`src/rtl/mem_arb_pkg.sv`:
```
// Shared types and constants for the two-port memory arbiter.
package mem_arb_pkg;

    typedef enum logic [1:0] {
        IDLE  = 2'd0,
        ISSUE = 2'd1,
        WAIT  = 2'd2,
        RESP  = 2'd3
    } arb_state_t;

    localparam logic PORT_IFETCH = 1'b0;
    localparam logic PORT_LSU    = 1'b1;

    localparam int DEF_ADDR_W   = 8;
    localparam int DEF_DATA_W   = 16;
    localparam int DEF_READ_LAT = 1;

    function automatic logic [1:0] port_onehot(input logic port);
        if (port == PORT_IFETCH) begin
            return 2'b01;
        end else begin
            return 2'b10;
        end
    endfunction

endpackage

```
`src/rtl/mem_arbiter_if.sv`:
```
// Requester-side bus of the memory arbiter: per-port request handshake plus response.
interface mem_arbiter_if #(
    parameter int ADDR_W = 8,
    parameter int DATA_W = 16
);
    logic [1:0]          req_valid;
    logic [1:0]          req_ready;
    logic [1:0]          req_write;
    logic [2*ADDR_W-1:0] req_addr;
    logic [2*DATA_W-1:0] req_wdata;
    logic [1:0]          resp_valid;
    logic [DATA_W-1:0]   resp_rdata;

    modport master (
        output req_valid, req_write, req_addr, req_wdata,
        input  req_ready, resp_valid, resp_rdata
    );

    modport slave (
        input  req_valid, req_write, req_addr, req_wdata,
        output req_ready, resp_valid, resp_rdata
    );
endinterface

```
`src/rtl/rr_arbiter2.sv`:
```
// Two-way round-robin pick: a lone requester wins, a tie goes to the port not granted last.
module rr_arbiter2 (
    input  logic [1:0] req_valid,
    input  logic       last_grant,
    output logic [1:0] grant
);
    // One-hot grant from the current request vector and the previous winner
    always_comb begin
        grant = 2'b00;
        case (req_valid)
            2'b01:   grant = 2'b01;
            2'b10:   grant = 2'b10;
            2'b11:   grant = last_grant ? 2'b01 : 2'b10;
            default: grant = 2'b00;
        endcase
    end
endmodule

```
`src/rtl/mem_arbiter.sv`:
```
// Round-robin controller sharing one single-port memory between the
// instruction-fetch and load/store ports; one transaction in flight.
module mem_arbiter
    import mem_arb_pkg::*;
#(
    parameter int ADDR_W   = DEF_ADDR_W,
    parameter int DATA_W   = DEF_DATA_W,
    parameter int READ_LAT = DEF_READ_LAT
) (
    input  logic              clk,
    input  logic              rst_n,
    mem_arbiter_if.slave      bus,
    output logic [ADDR_W-1:0] mem_address,
    output logic [DATA_W-1:0] mem_data_in,
    output logic              mem_write_enable,
    output logic              mem_read_enable,
    input  logic [DATA_W-1:0] mem_data_out
);
    localparam int               CNT_W    = (READ_LAT > 1) ? $clog2(READ_LAT) : 1;
    localparam logic [CNT_W-1:0] CNT_LOAD = CNT_W'(READ_LAT - 1);

    arb_state_t        state_r;
    logic              last_grant_r;
    logic              port_r;
    logic              write_r;
    logic [CNT_W-1:0]  cnt_r;
    logic [ADDR_W-1:0] addr_r;
    logic [DATA_W-1:0] wdata_r;
    logic [DATA_W-1:0] rdata_r;
    logic              we_r;
    logic              re_r;
    logic [1:0]        resp_valid_r;

    logic [1:0]        grant_s;
    logic [1:0]        ready_s;
    logic              accepting_s;
    logic              sel_port_s;
    logic              sel_write_s;
    logic [ADDR_W-1:0] sel_addr_s;
    logic [DATA_W-1:0] sel_wdata_s;

    rr_arbiter2 u_rr (
        .req_valid  (bus.req_valid),
        .last_grant (last_grant_r),
        .grant      (grant_s)
    );

    // Accept window, ready gating (forced low while in reset) and winner payload mux
    always_comb begin
        accepting_s = (state_r == IDLE) || (state_r == RESP);
        if (rst_n && accepting_s) begin
            ready_s = grant_s;
        end else begin
            ready_s = 2'b00;
        end
        sel_port_s = grant_s[1];
        if (sel_port_s) begin
            sel_write_s = bus.req_write[1];
            sel_addr_s  = bus.req_addr[2*ADDR_W-1:ADDR_W];
            sel_wdata_s = bus.req_wdata[2*DATA_W-1:DATA_W];
        end else begin
            sel_write_s = bus.req_write[0];
            sel_addr_s  = bus.req_addr[ADDR_W-1:0];
            sel_wdata_s = bus.req_wdata[DATA_W-1:0];
        end
    end

    // Transaction FSM: enables are set on the accepting edge so they are high exactly in ISSUE
    always_ff @(posedge clk) begin
        if (!rst_n) begin
            state_r      <= IDLE;
            last_grant_r <= PORT_LSU;
            port_r       <= PORT_IFETCH;
            write_r      <= 1'b0;
            cnt_r        <= CNT_W'(0);
            addr_r       <= {ADDR_W{1'b0}};
            wdata_r      <= {DATA_W{1'b0}};
            rdata_r      <= {DATA_W{1'b0}};
            we_r         <= 1'b0;
            re_r         <= 1'b0;
            resp_valid_r <= 2'b00;
        end else begin
            case (state_r)
                IDLE, RESP: begin
                    resp_valid_r <= 2'b00;
                    if (|ready_s) begin
                        port_r       <= sel_port_s;
                        write_r      <= sel_write_s;
                        addr_r       <= sel_addr_s;
                        wdata_r      <= sel_wdata_s;
                        last_grant_r <= sel_port_s;
                        we_r         <= sel_write_s;
                        re_r         <= ~sel_write_s;
                        state_r      <= ISSUE;
                    end else begin
                        state_r <= IDLE;
                    end
                end
                ISSUE: begin
                    we_r <= 1'b0;
                    re_r <= 1'b0;
                    if (write_r) begin
                        resp_valid_r <= port_onehot(port_r);
                        state_r      <= RESP;
                    end else begin
                        cnt_r   <= CNT_LOAD;
                        state_r <= WAIT;
                    end
                end
                WAIT: begin
                    if (cnt_r == CNT_W'(0)) begin
                        rdata_r      <= mem_data_out;
                        resp_valid_r <= port_onehot(port_r);
                        state_r      <= RESP;
                    end else begin
                        cnt_r <= cnt_r - CNT_W'(1);
                    end
                end
                default: begin
                    we_r         <= 1'b0;
                    re_r         <= 1'b0;
                    resp_valid_r <= 2'b00;
                    state_r      <= IDLE;
                end
            endcase
        end
    end

    assign bus.req_ready     = ready_s;
    assign bus.resp_valid    = resp_valid_r;
    assign bus.resp_rdata    = rdata_r;
    assign mem_address       = addr_r;
    assign mem_data_in       = wdata_r;
    assign mem_write_enable  = we_r;
    assign mem_read_enable   = re_r;

endmodule

```
`src/flat_wrapper.sv`:
```
// flat-port wrapper written by rule: the top's interface ports become plain ports
module mem_arbiter_flat import mem_arb_pkg::*;
#(
    parameter int ADDR_W   = DEF_ADDR_W,
    parameter int DATA_W   = DEF_DATA_W,
    parameter int READ_LAT = DEF_READ_LAT
)
  (clk, rst_n, mem_address, mem_data_in, mem_write_enable, mem_read_enable, mem_data_out, bus_req_valid, bus_req_write, bus_req_addr, bus_req_wdata, bus_req_ready, bus_resp_valid, bus_resp_rdata);
  mem_arbiter_if #(.ADDR_W(ADDR_W), .DATA_W(DATA_W)) bus_i ();
  input  logic clk;
  input  logic rst_n;
  output logic [ADDR_W-1:0] mem_address;
  output logic [DATA_W-1:0] mem_data_in;
  output logic mem_write_enable;
  output logic mem_read_enable;
  input  logic [DATA_W-1:0] mem_data_out;
  input wire logic [$bits(bus_i.req_valid)-1:0] bus_req_valid;
  input wire logic [$bits(bus_i.req_write)-1:0] bus_req_write;
  input wire logic [$bits(bus_i.req_addr)-1:0] bus_req_addr;
  input wire logic [$bits(bus_i.req_wdata)-1:0] bus_req_wdata;
  output wire logic [$bits(bus_i.req_ready)-1:0] bus_req_ready;
  output wire logic [$bits(bus_i.resp_valid)-1:0] bus_resp_valid;
  output wire logic [$bits(bus_i.resp_rdata)-1:0] bus_resp_rdata;
  assign bus_i.req_valid = bus_req_valid;
  assign bus_i.req_write = bus_req_write;
  assign bus_i.req_addr = bus_req_addr;
  assign bus_i.req_wdata = bus_req_wdata;
  assign bus_req_ready = bus_i.req_ready;
  assign bus_resp_valid = bus_i.resp_valid;
  assign bus_resp_rdata = bus_i.resp_rdata;
  mem_arbiter #(.ADDR_W(ADDR_W), .DATA_W(DATA_W), .READ_LAT(READ_LAT)) u_core (.clk(clk), .rst_n(rst_n), .bus(bus_i), .mem_address(mem_address), .mem_data_in(mem_data_in), .mem_write_enable(mem_write_enable), .mem_read_enable(mem_read_enable), .mem_data_out(mem_data_out));
endmodule
```
`config.mk`:
```
export PLATFORM = sky130hd
export DESIGN_NAME = mem_arbiter_flat
export DESIGN_NICKNAME = d
export VERILOG_FILES = /design/src/rtl/mem_arb_pkg.sv /design/src/rtl/mem_arbiter_if.sv /design/src/rtl/rr_arbiter2.sv /design/src/rtl/mem_arbiter.sv /design/src/flat_wrapper.sv
export SDC_FILE = /design/constraint.sdc
export NUM_CORES = 1
export LEC_CHECK = 0
export BUFFER_PORTS_ARGS = -buffer_cell sky130_fd_sc_hd__buf_4
export CORE_UTILIZATION = 40
export DETAILED_ROUTE_END_ITERATION = 6
export PLACE_DENSITY = 0.73
export RECOVER_POWER = 50
export SYNTH_ARGS = -nofsm -noshare
export SYNTH_HDL_FRONTEND = slang
export SYNTH_SLANG_ARGS = --single-unit
```
`constraint.sdc`:
```
create_clock -name clk -period 4.1 [get_ports clk]
set_input_delay 0.205 -clock clk [delete_from_list [all_inputs] [get_ports clk]]
set_output_delay 0.205 -clock clk [all_outputs]
set_load 0.02 [all_outputs]
```
==> run metrics <==
status complete, no violations; Slew @ Worst Pin approximately 1.2 ns; Detailed Place HPWL 3440 um; largest area contributor in the netlist dfxtp_1; Buf/Inv on CP 1; Port Buffers 115; Setup violations, final 0; mux cell area share after synthesis around a fifth; EDFF count, synth 0; die area roughly 5500 um^2; CP Class reg -> reg; flops & latches, synth a little under 50; chip height 74.2 um; first-pass GRT wire length slightly above 7000 um; antenna cells 0; CP Launch Point u_core.state_r[0]; Row Count 25; chip width around 74 um; CP Data Arrival Time roughly 2.5 ns; async set or reset register ratio after synthesis 0%; initial antenna violation count 0; core area between 4000 and 5000 um^2; number of global-route vias before repair roughly 1700; post-synthesis adder-cell area fraction under 10%; largest net degree at the start of global routing between 50 and 60; RSZ-0062 raised after global routing no; Critical Path End Type flop; DR vias around 1900; setup TNS 0 ns; crit start category flop; Clock Path Buffers 2; CTS Buf Count 5; critical path's top delay family compound AO/OA/AOI/OAI gates; syn nets approximately 280; Post-Syn Area approximately 2100 um^2; first drt pass iteration count 4; Max IR drop VDD about 0.27 mV; clock root cell clkbuf_8; Max-Cap Viols 0; Max-slew headroom 18.9%; GR Layer Usage met2 ~32%; CP required ~4.3 ns; NumNets Final between 300 and 400; most frequent cells in the layout buf_4, dfxtp_1, clkbuf_1; post-synthesis compound-gate area fraction 16.7%; top-area cell type share of the netlist area 47.0%; FMAX 437 MHz; post-cts sizing count 0; worst hold margin about 0.16 ns; WL per Instance around 12 um; wirelength, routed between 4000 and 5000 um; final slew viol count 0; Worst R2R Start u_core.state_r[0]; latest clock arrival within the worst-skew pair approximately 0.30 ns; hold_sp mem_data_out[6]; Clock Sink Count 49; Routed Antenna Nets 0; Netlist cell types 28; met3 Resource Use GR about 6.5%; CP peak stage delay between 1 and 1.5 ns; largest family of logic cells by synthesized area multiplexers; CTS H-tree depth 2; Tmin final about 2.3 ns; hold_buf cts 0; Mapped Cells around 210; Tcrit/Tclk final about 56%; Fillers just over 500; sequential share of the synthesized area 47.0%; P&R area growth vs syn 37.9%; Synth area leaders dfxtp_1, mux2i_1, o21ai_0, a21oi_1, nor2b_1; XOR/XNOR share of the synthesized area 0%; share of post-route cells with drive strength above 1 between 20% and 30%; Initial Util between 40% and 50%; postcts setup bufs 0; Cell Chain, Critical Path inv_1 > ha_1 > o211a_1 > o21ai_0 > a21oi_1; average size of a mapped cell slightly above 10 um^2; CP max FO 51; # DRC 0; commonest non-fill, non-tap cell in the layout buf_4; slowest CP cell o211a_1; Lkg Pwr 1.22 nW; mean number of vias per cell about 4.9; final hold viol count 0; total track usage 17.0%; Synth Flop Type dfxtp_1; Ports roughly 120; Hold Crit Class in -> reg; Worst Skew between 0.01 and 0.015 ns; post-synthesis simple-gate area fraction about 9.0%; Reg clk slew, reported paths 0.09 ns; TritonCTS clock tree built; met1 Track Usage GR around 17%; global placer's final weighted congestion 0.683; global routing's busiest layer met2; initial DRC count between 50 and 60; GR Overflow Total 0; Power Dens Cells between 600 and 700 nW/um^2; YS warnings 0
## worst paths after layout
kind | depth (start not counted) | slack, ns | endpoint
hold / removal | 3 | 0.16 | u_core.bus.resp_rdata[6]
setup reg to reg | 5 | 1.81 | u_core.mem_address[1]
setup / recovery | 5 | 1.81 | u_core.mem_address[1]
hold reg to reg | 2 | 0.46 | u_core.mem_read_enable
## synthesized netlist by cell type (all sizes together) (2+ instances only)
| cell | number |
|---|---|
| dfxtp | 49 |
| mux2i | 42 |
| o21ai | 27 |
| a21oi | 26 |
| nor2b | 20 |
| buf | 10 |
| clkbuf | 6 |
| nand2 | 5 |
| inv | 3 |
| nor2 | 3 |
| a21boi | 2 |
| a21o | 2 |
| and3 | 2 |
| ha | 2 |
## metrics by stage
stage	std cells	cell area (um^2)	util, %	power (mW)	worst slack (ns)
after floorplan	207	2090	-	1.25	2.67
after global placement	373	2930	60.0	1.53	1.93
after detailed placement	373	2930	60.0	1.55	1.83
after CTS	381	3040	62.3	1.90	1.78
after global routing	381	2880	58.9	1.89	1.53
final	381	2880	58.9	1.77	1.81
## kinds of logic after synthesis
family / after synthesis
flops: 49
mux: 42
compound gates: 62
buf+inv: 19
fa+ha+maj: 2
simple gates: 33
## per-layer routing
metal | routed length, um | part of all wire (%)
met2 | 2400 | 51
met4 | 10 | 0.21
met5 | 0 | 0
met3 | 444 | 9.4
met1 | 1870 | 40
## worst register-to-register path, cell delays in order (launching register included)
cell and delay [ns]:
dfxtp_1 0.35, inv_1 0.05, ha_1 0.44, o211a_1 1.02
o21ai_0 0.19, a21oi_1 0.17
## final cells by class
cell class	instances	area (um^2)	share of cell area, %
clock buffers	5	68.8	2.39
clock inverters	3	43.8	1.52
inverters	3	11.3	0.392
multi-input cells	139	988	34.4
flip-flops and latches	49	981	34.1
well taps	67	83.8	2.92
repair buffers	115	698	24.3
## sequential cells by signal (all words and copies together) (netlist names)
name                     flops
u_core.bus.resp_rdata       16
u_core.mem_data_in          16
u_core.mem_address           8
u_core.bus.resp_valid        2
u_core.state_r               2
u_core.last_grant_r          1
u_core.mem_read_enable       1
u_core.mem_write_enable      1
u_core.port_r                1
u_core.write_r               1
## where the power goes
group	leakage [nW]	total, mW	switching (mW)	internal, mW
Combinational	0.760	0.737	0.462	0.275
Clock	0.0585	0.343	0.160	0.183
Sequential	0.402	0.692	0.0730	0.619
Total	1.22	1.77	0.695	1.08
(Power assumes the default switching activity.)
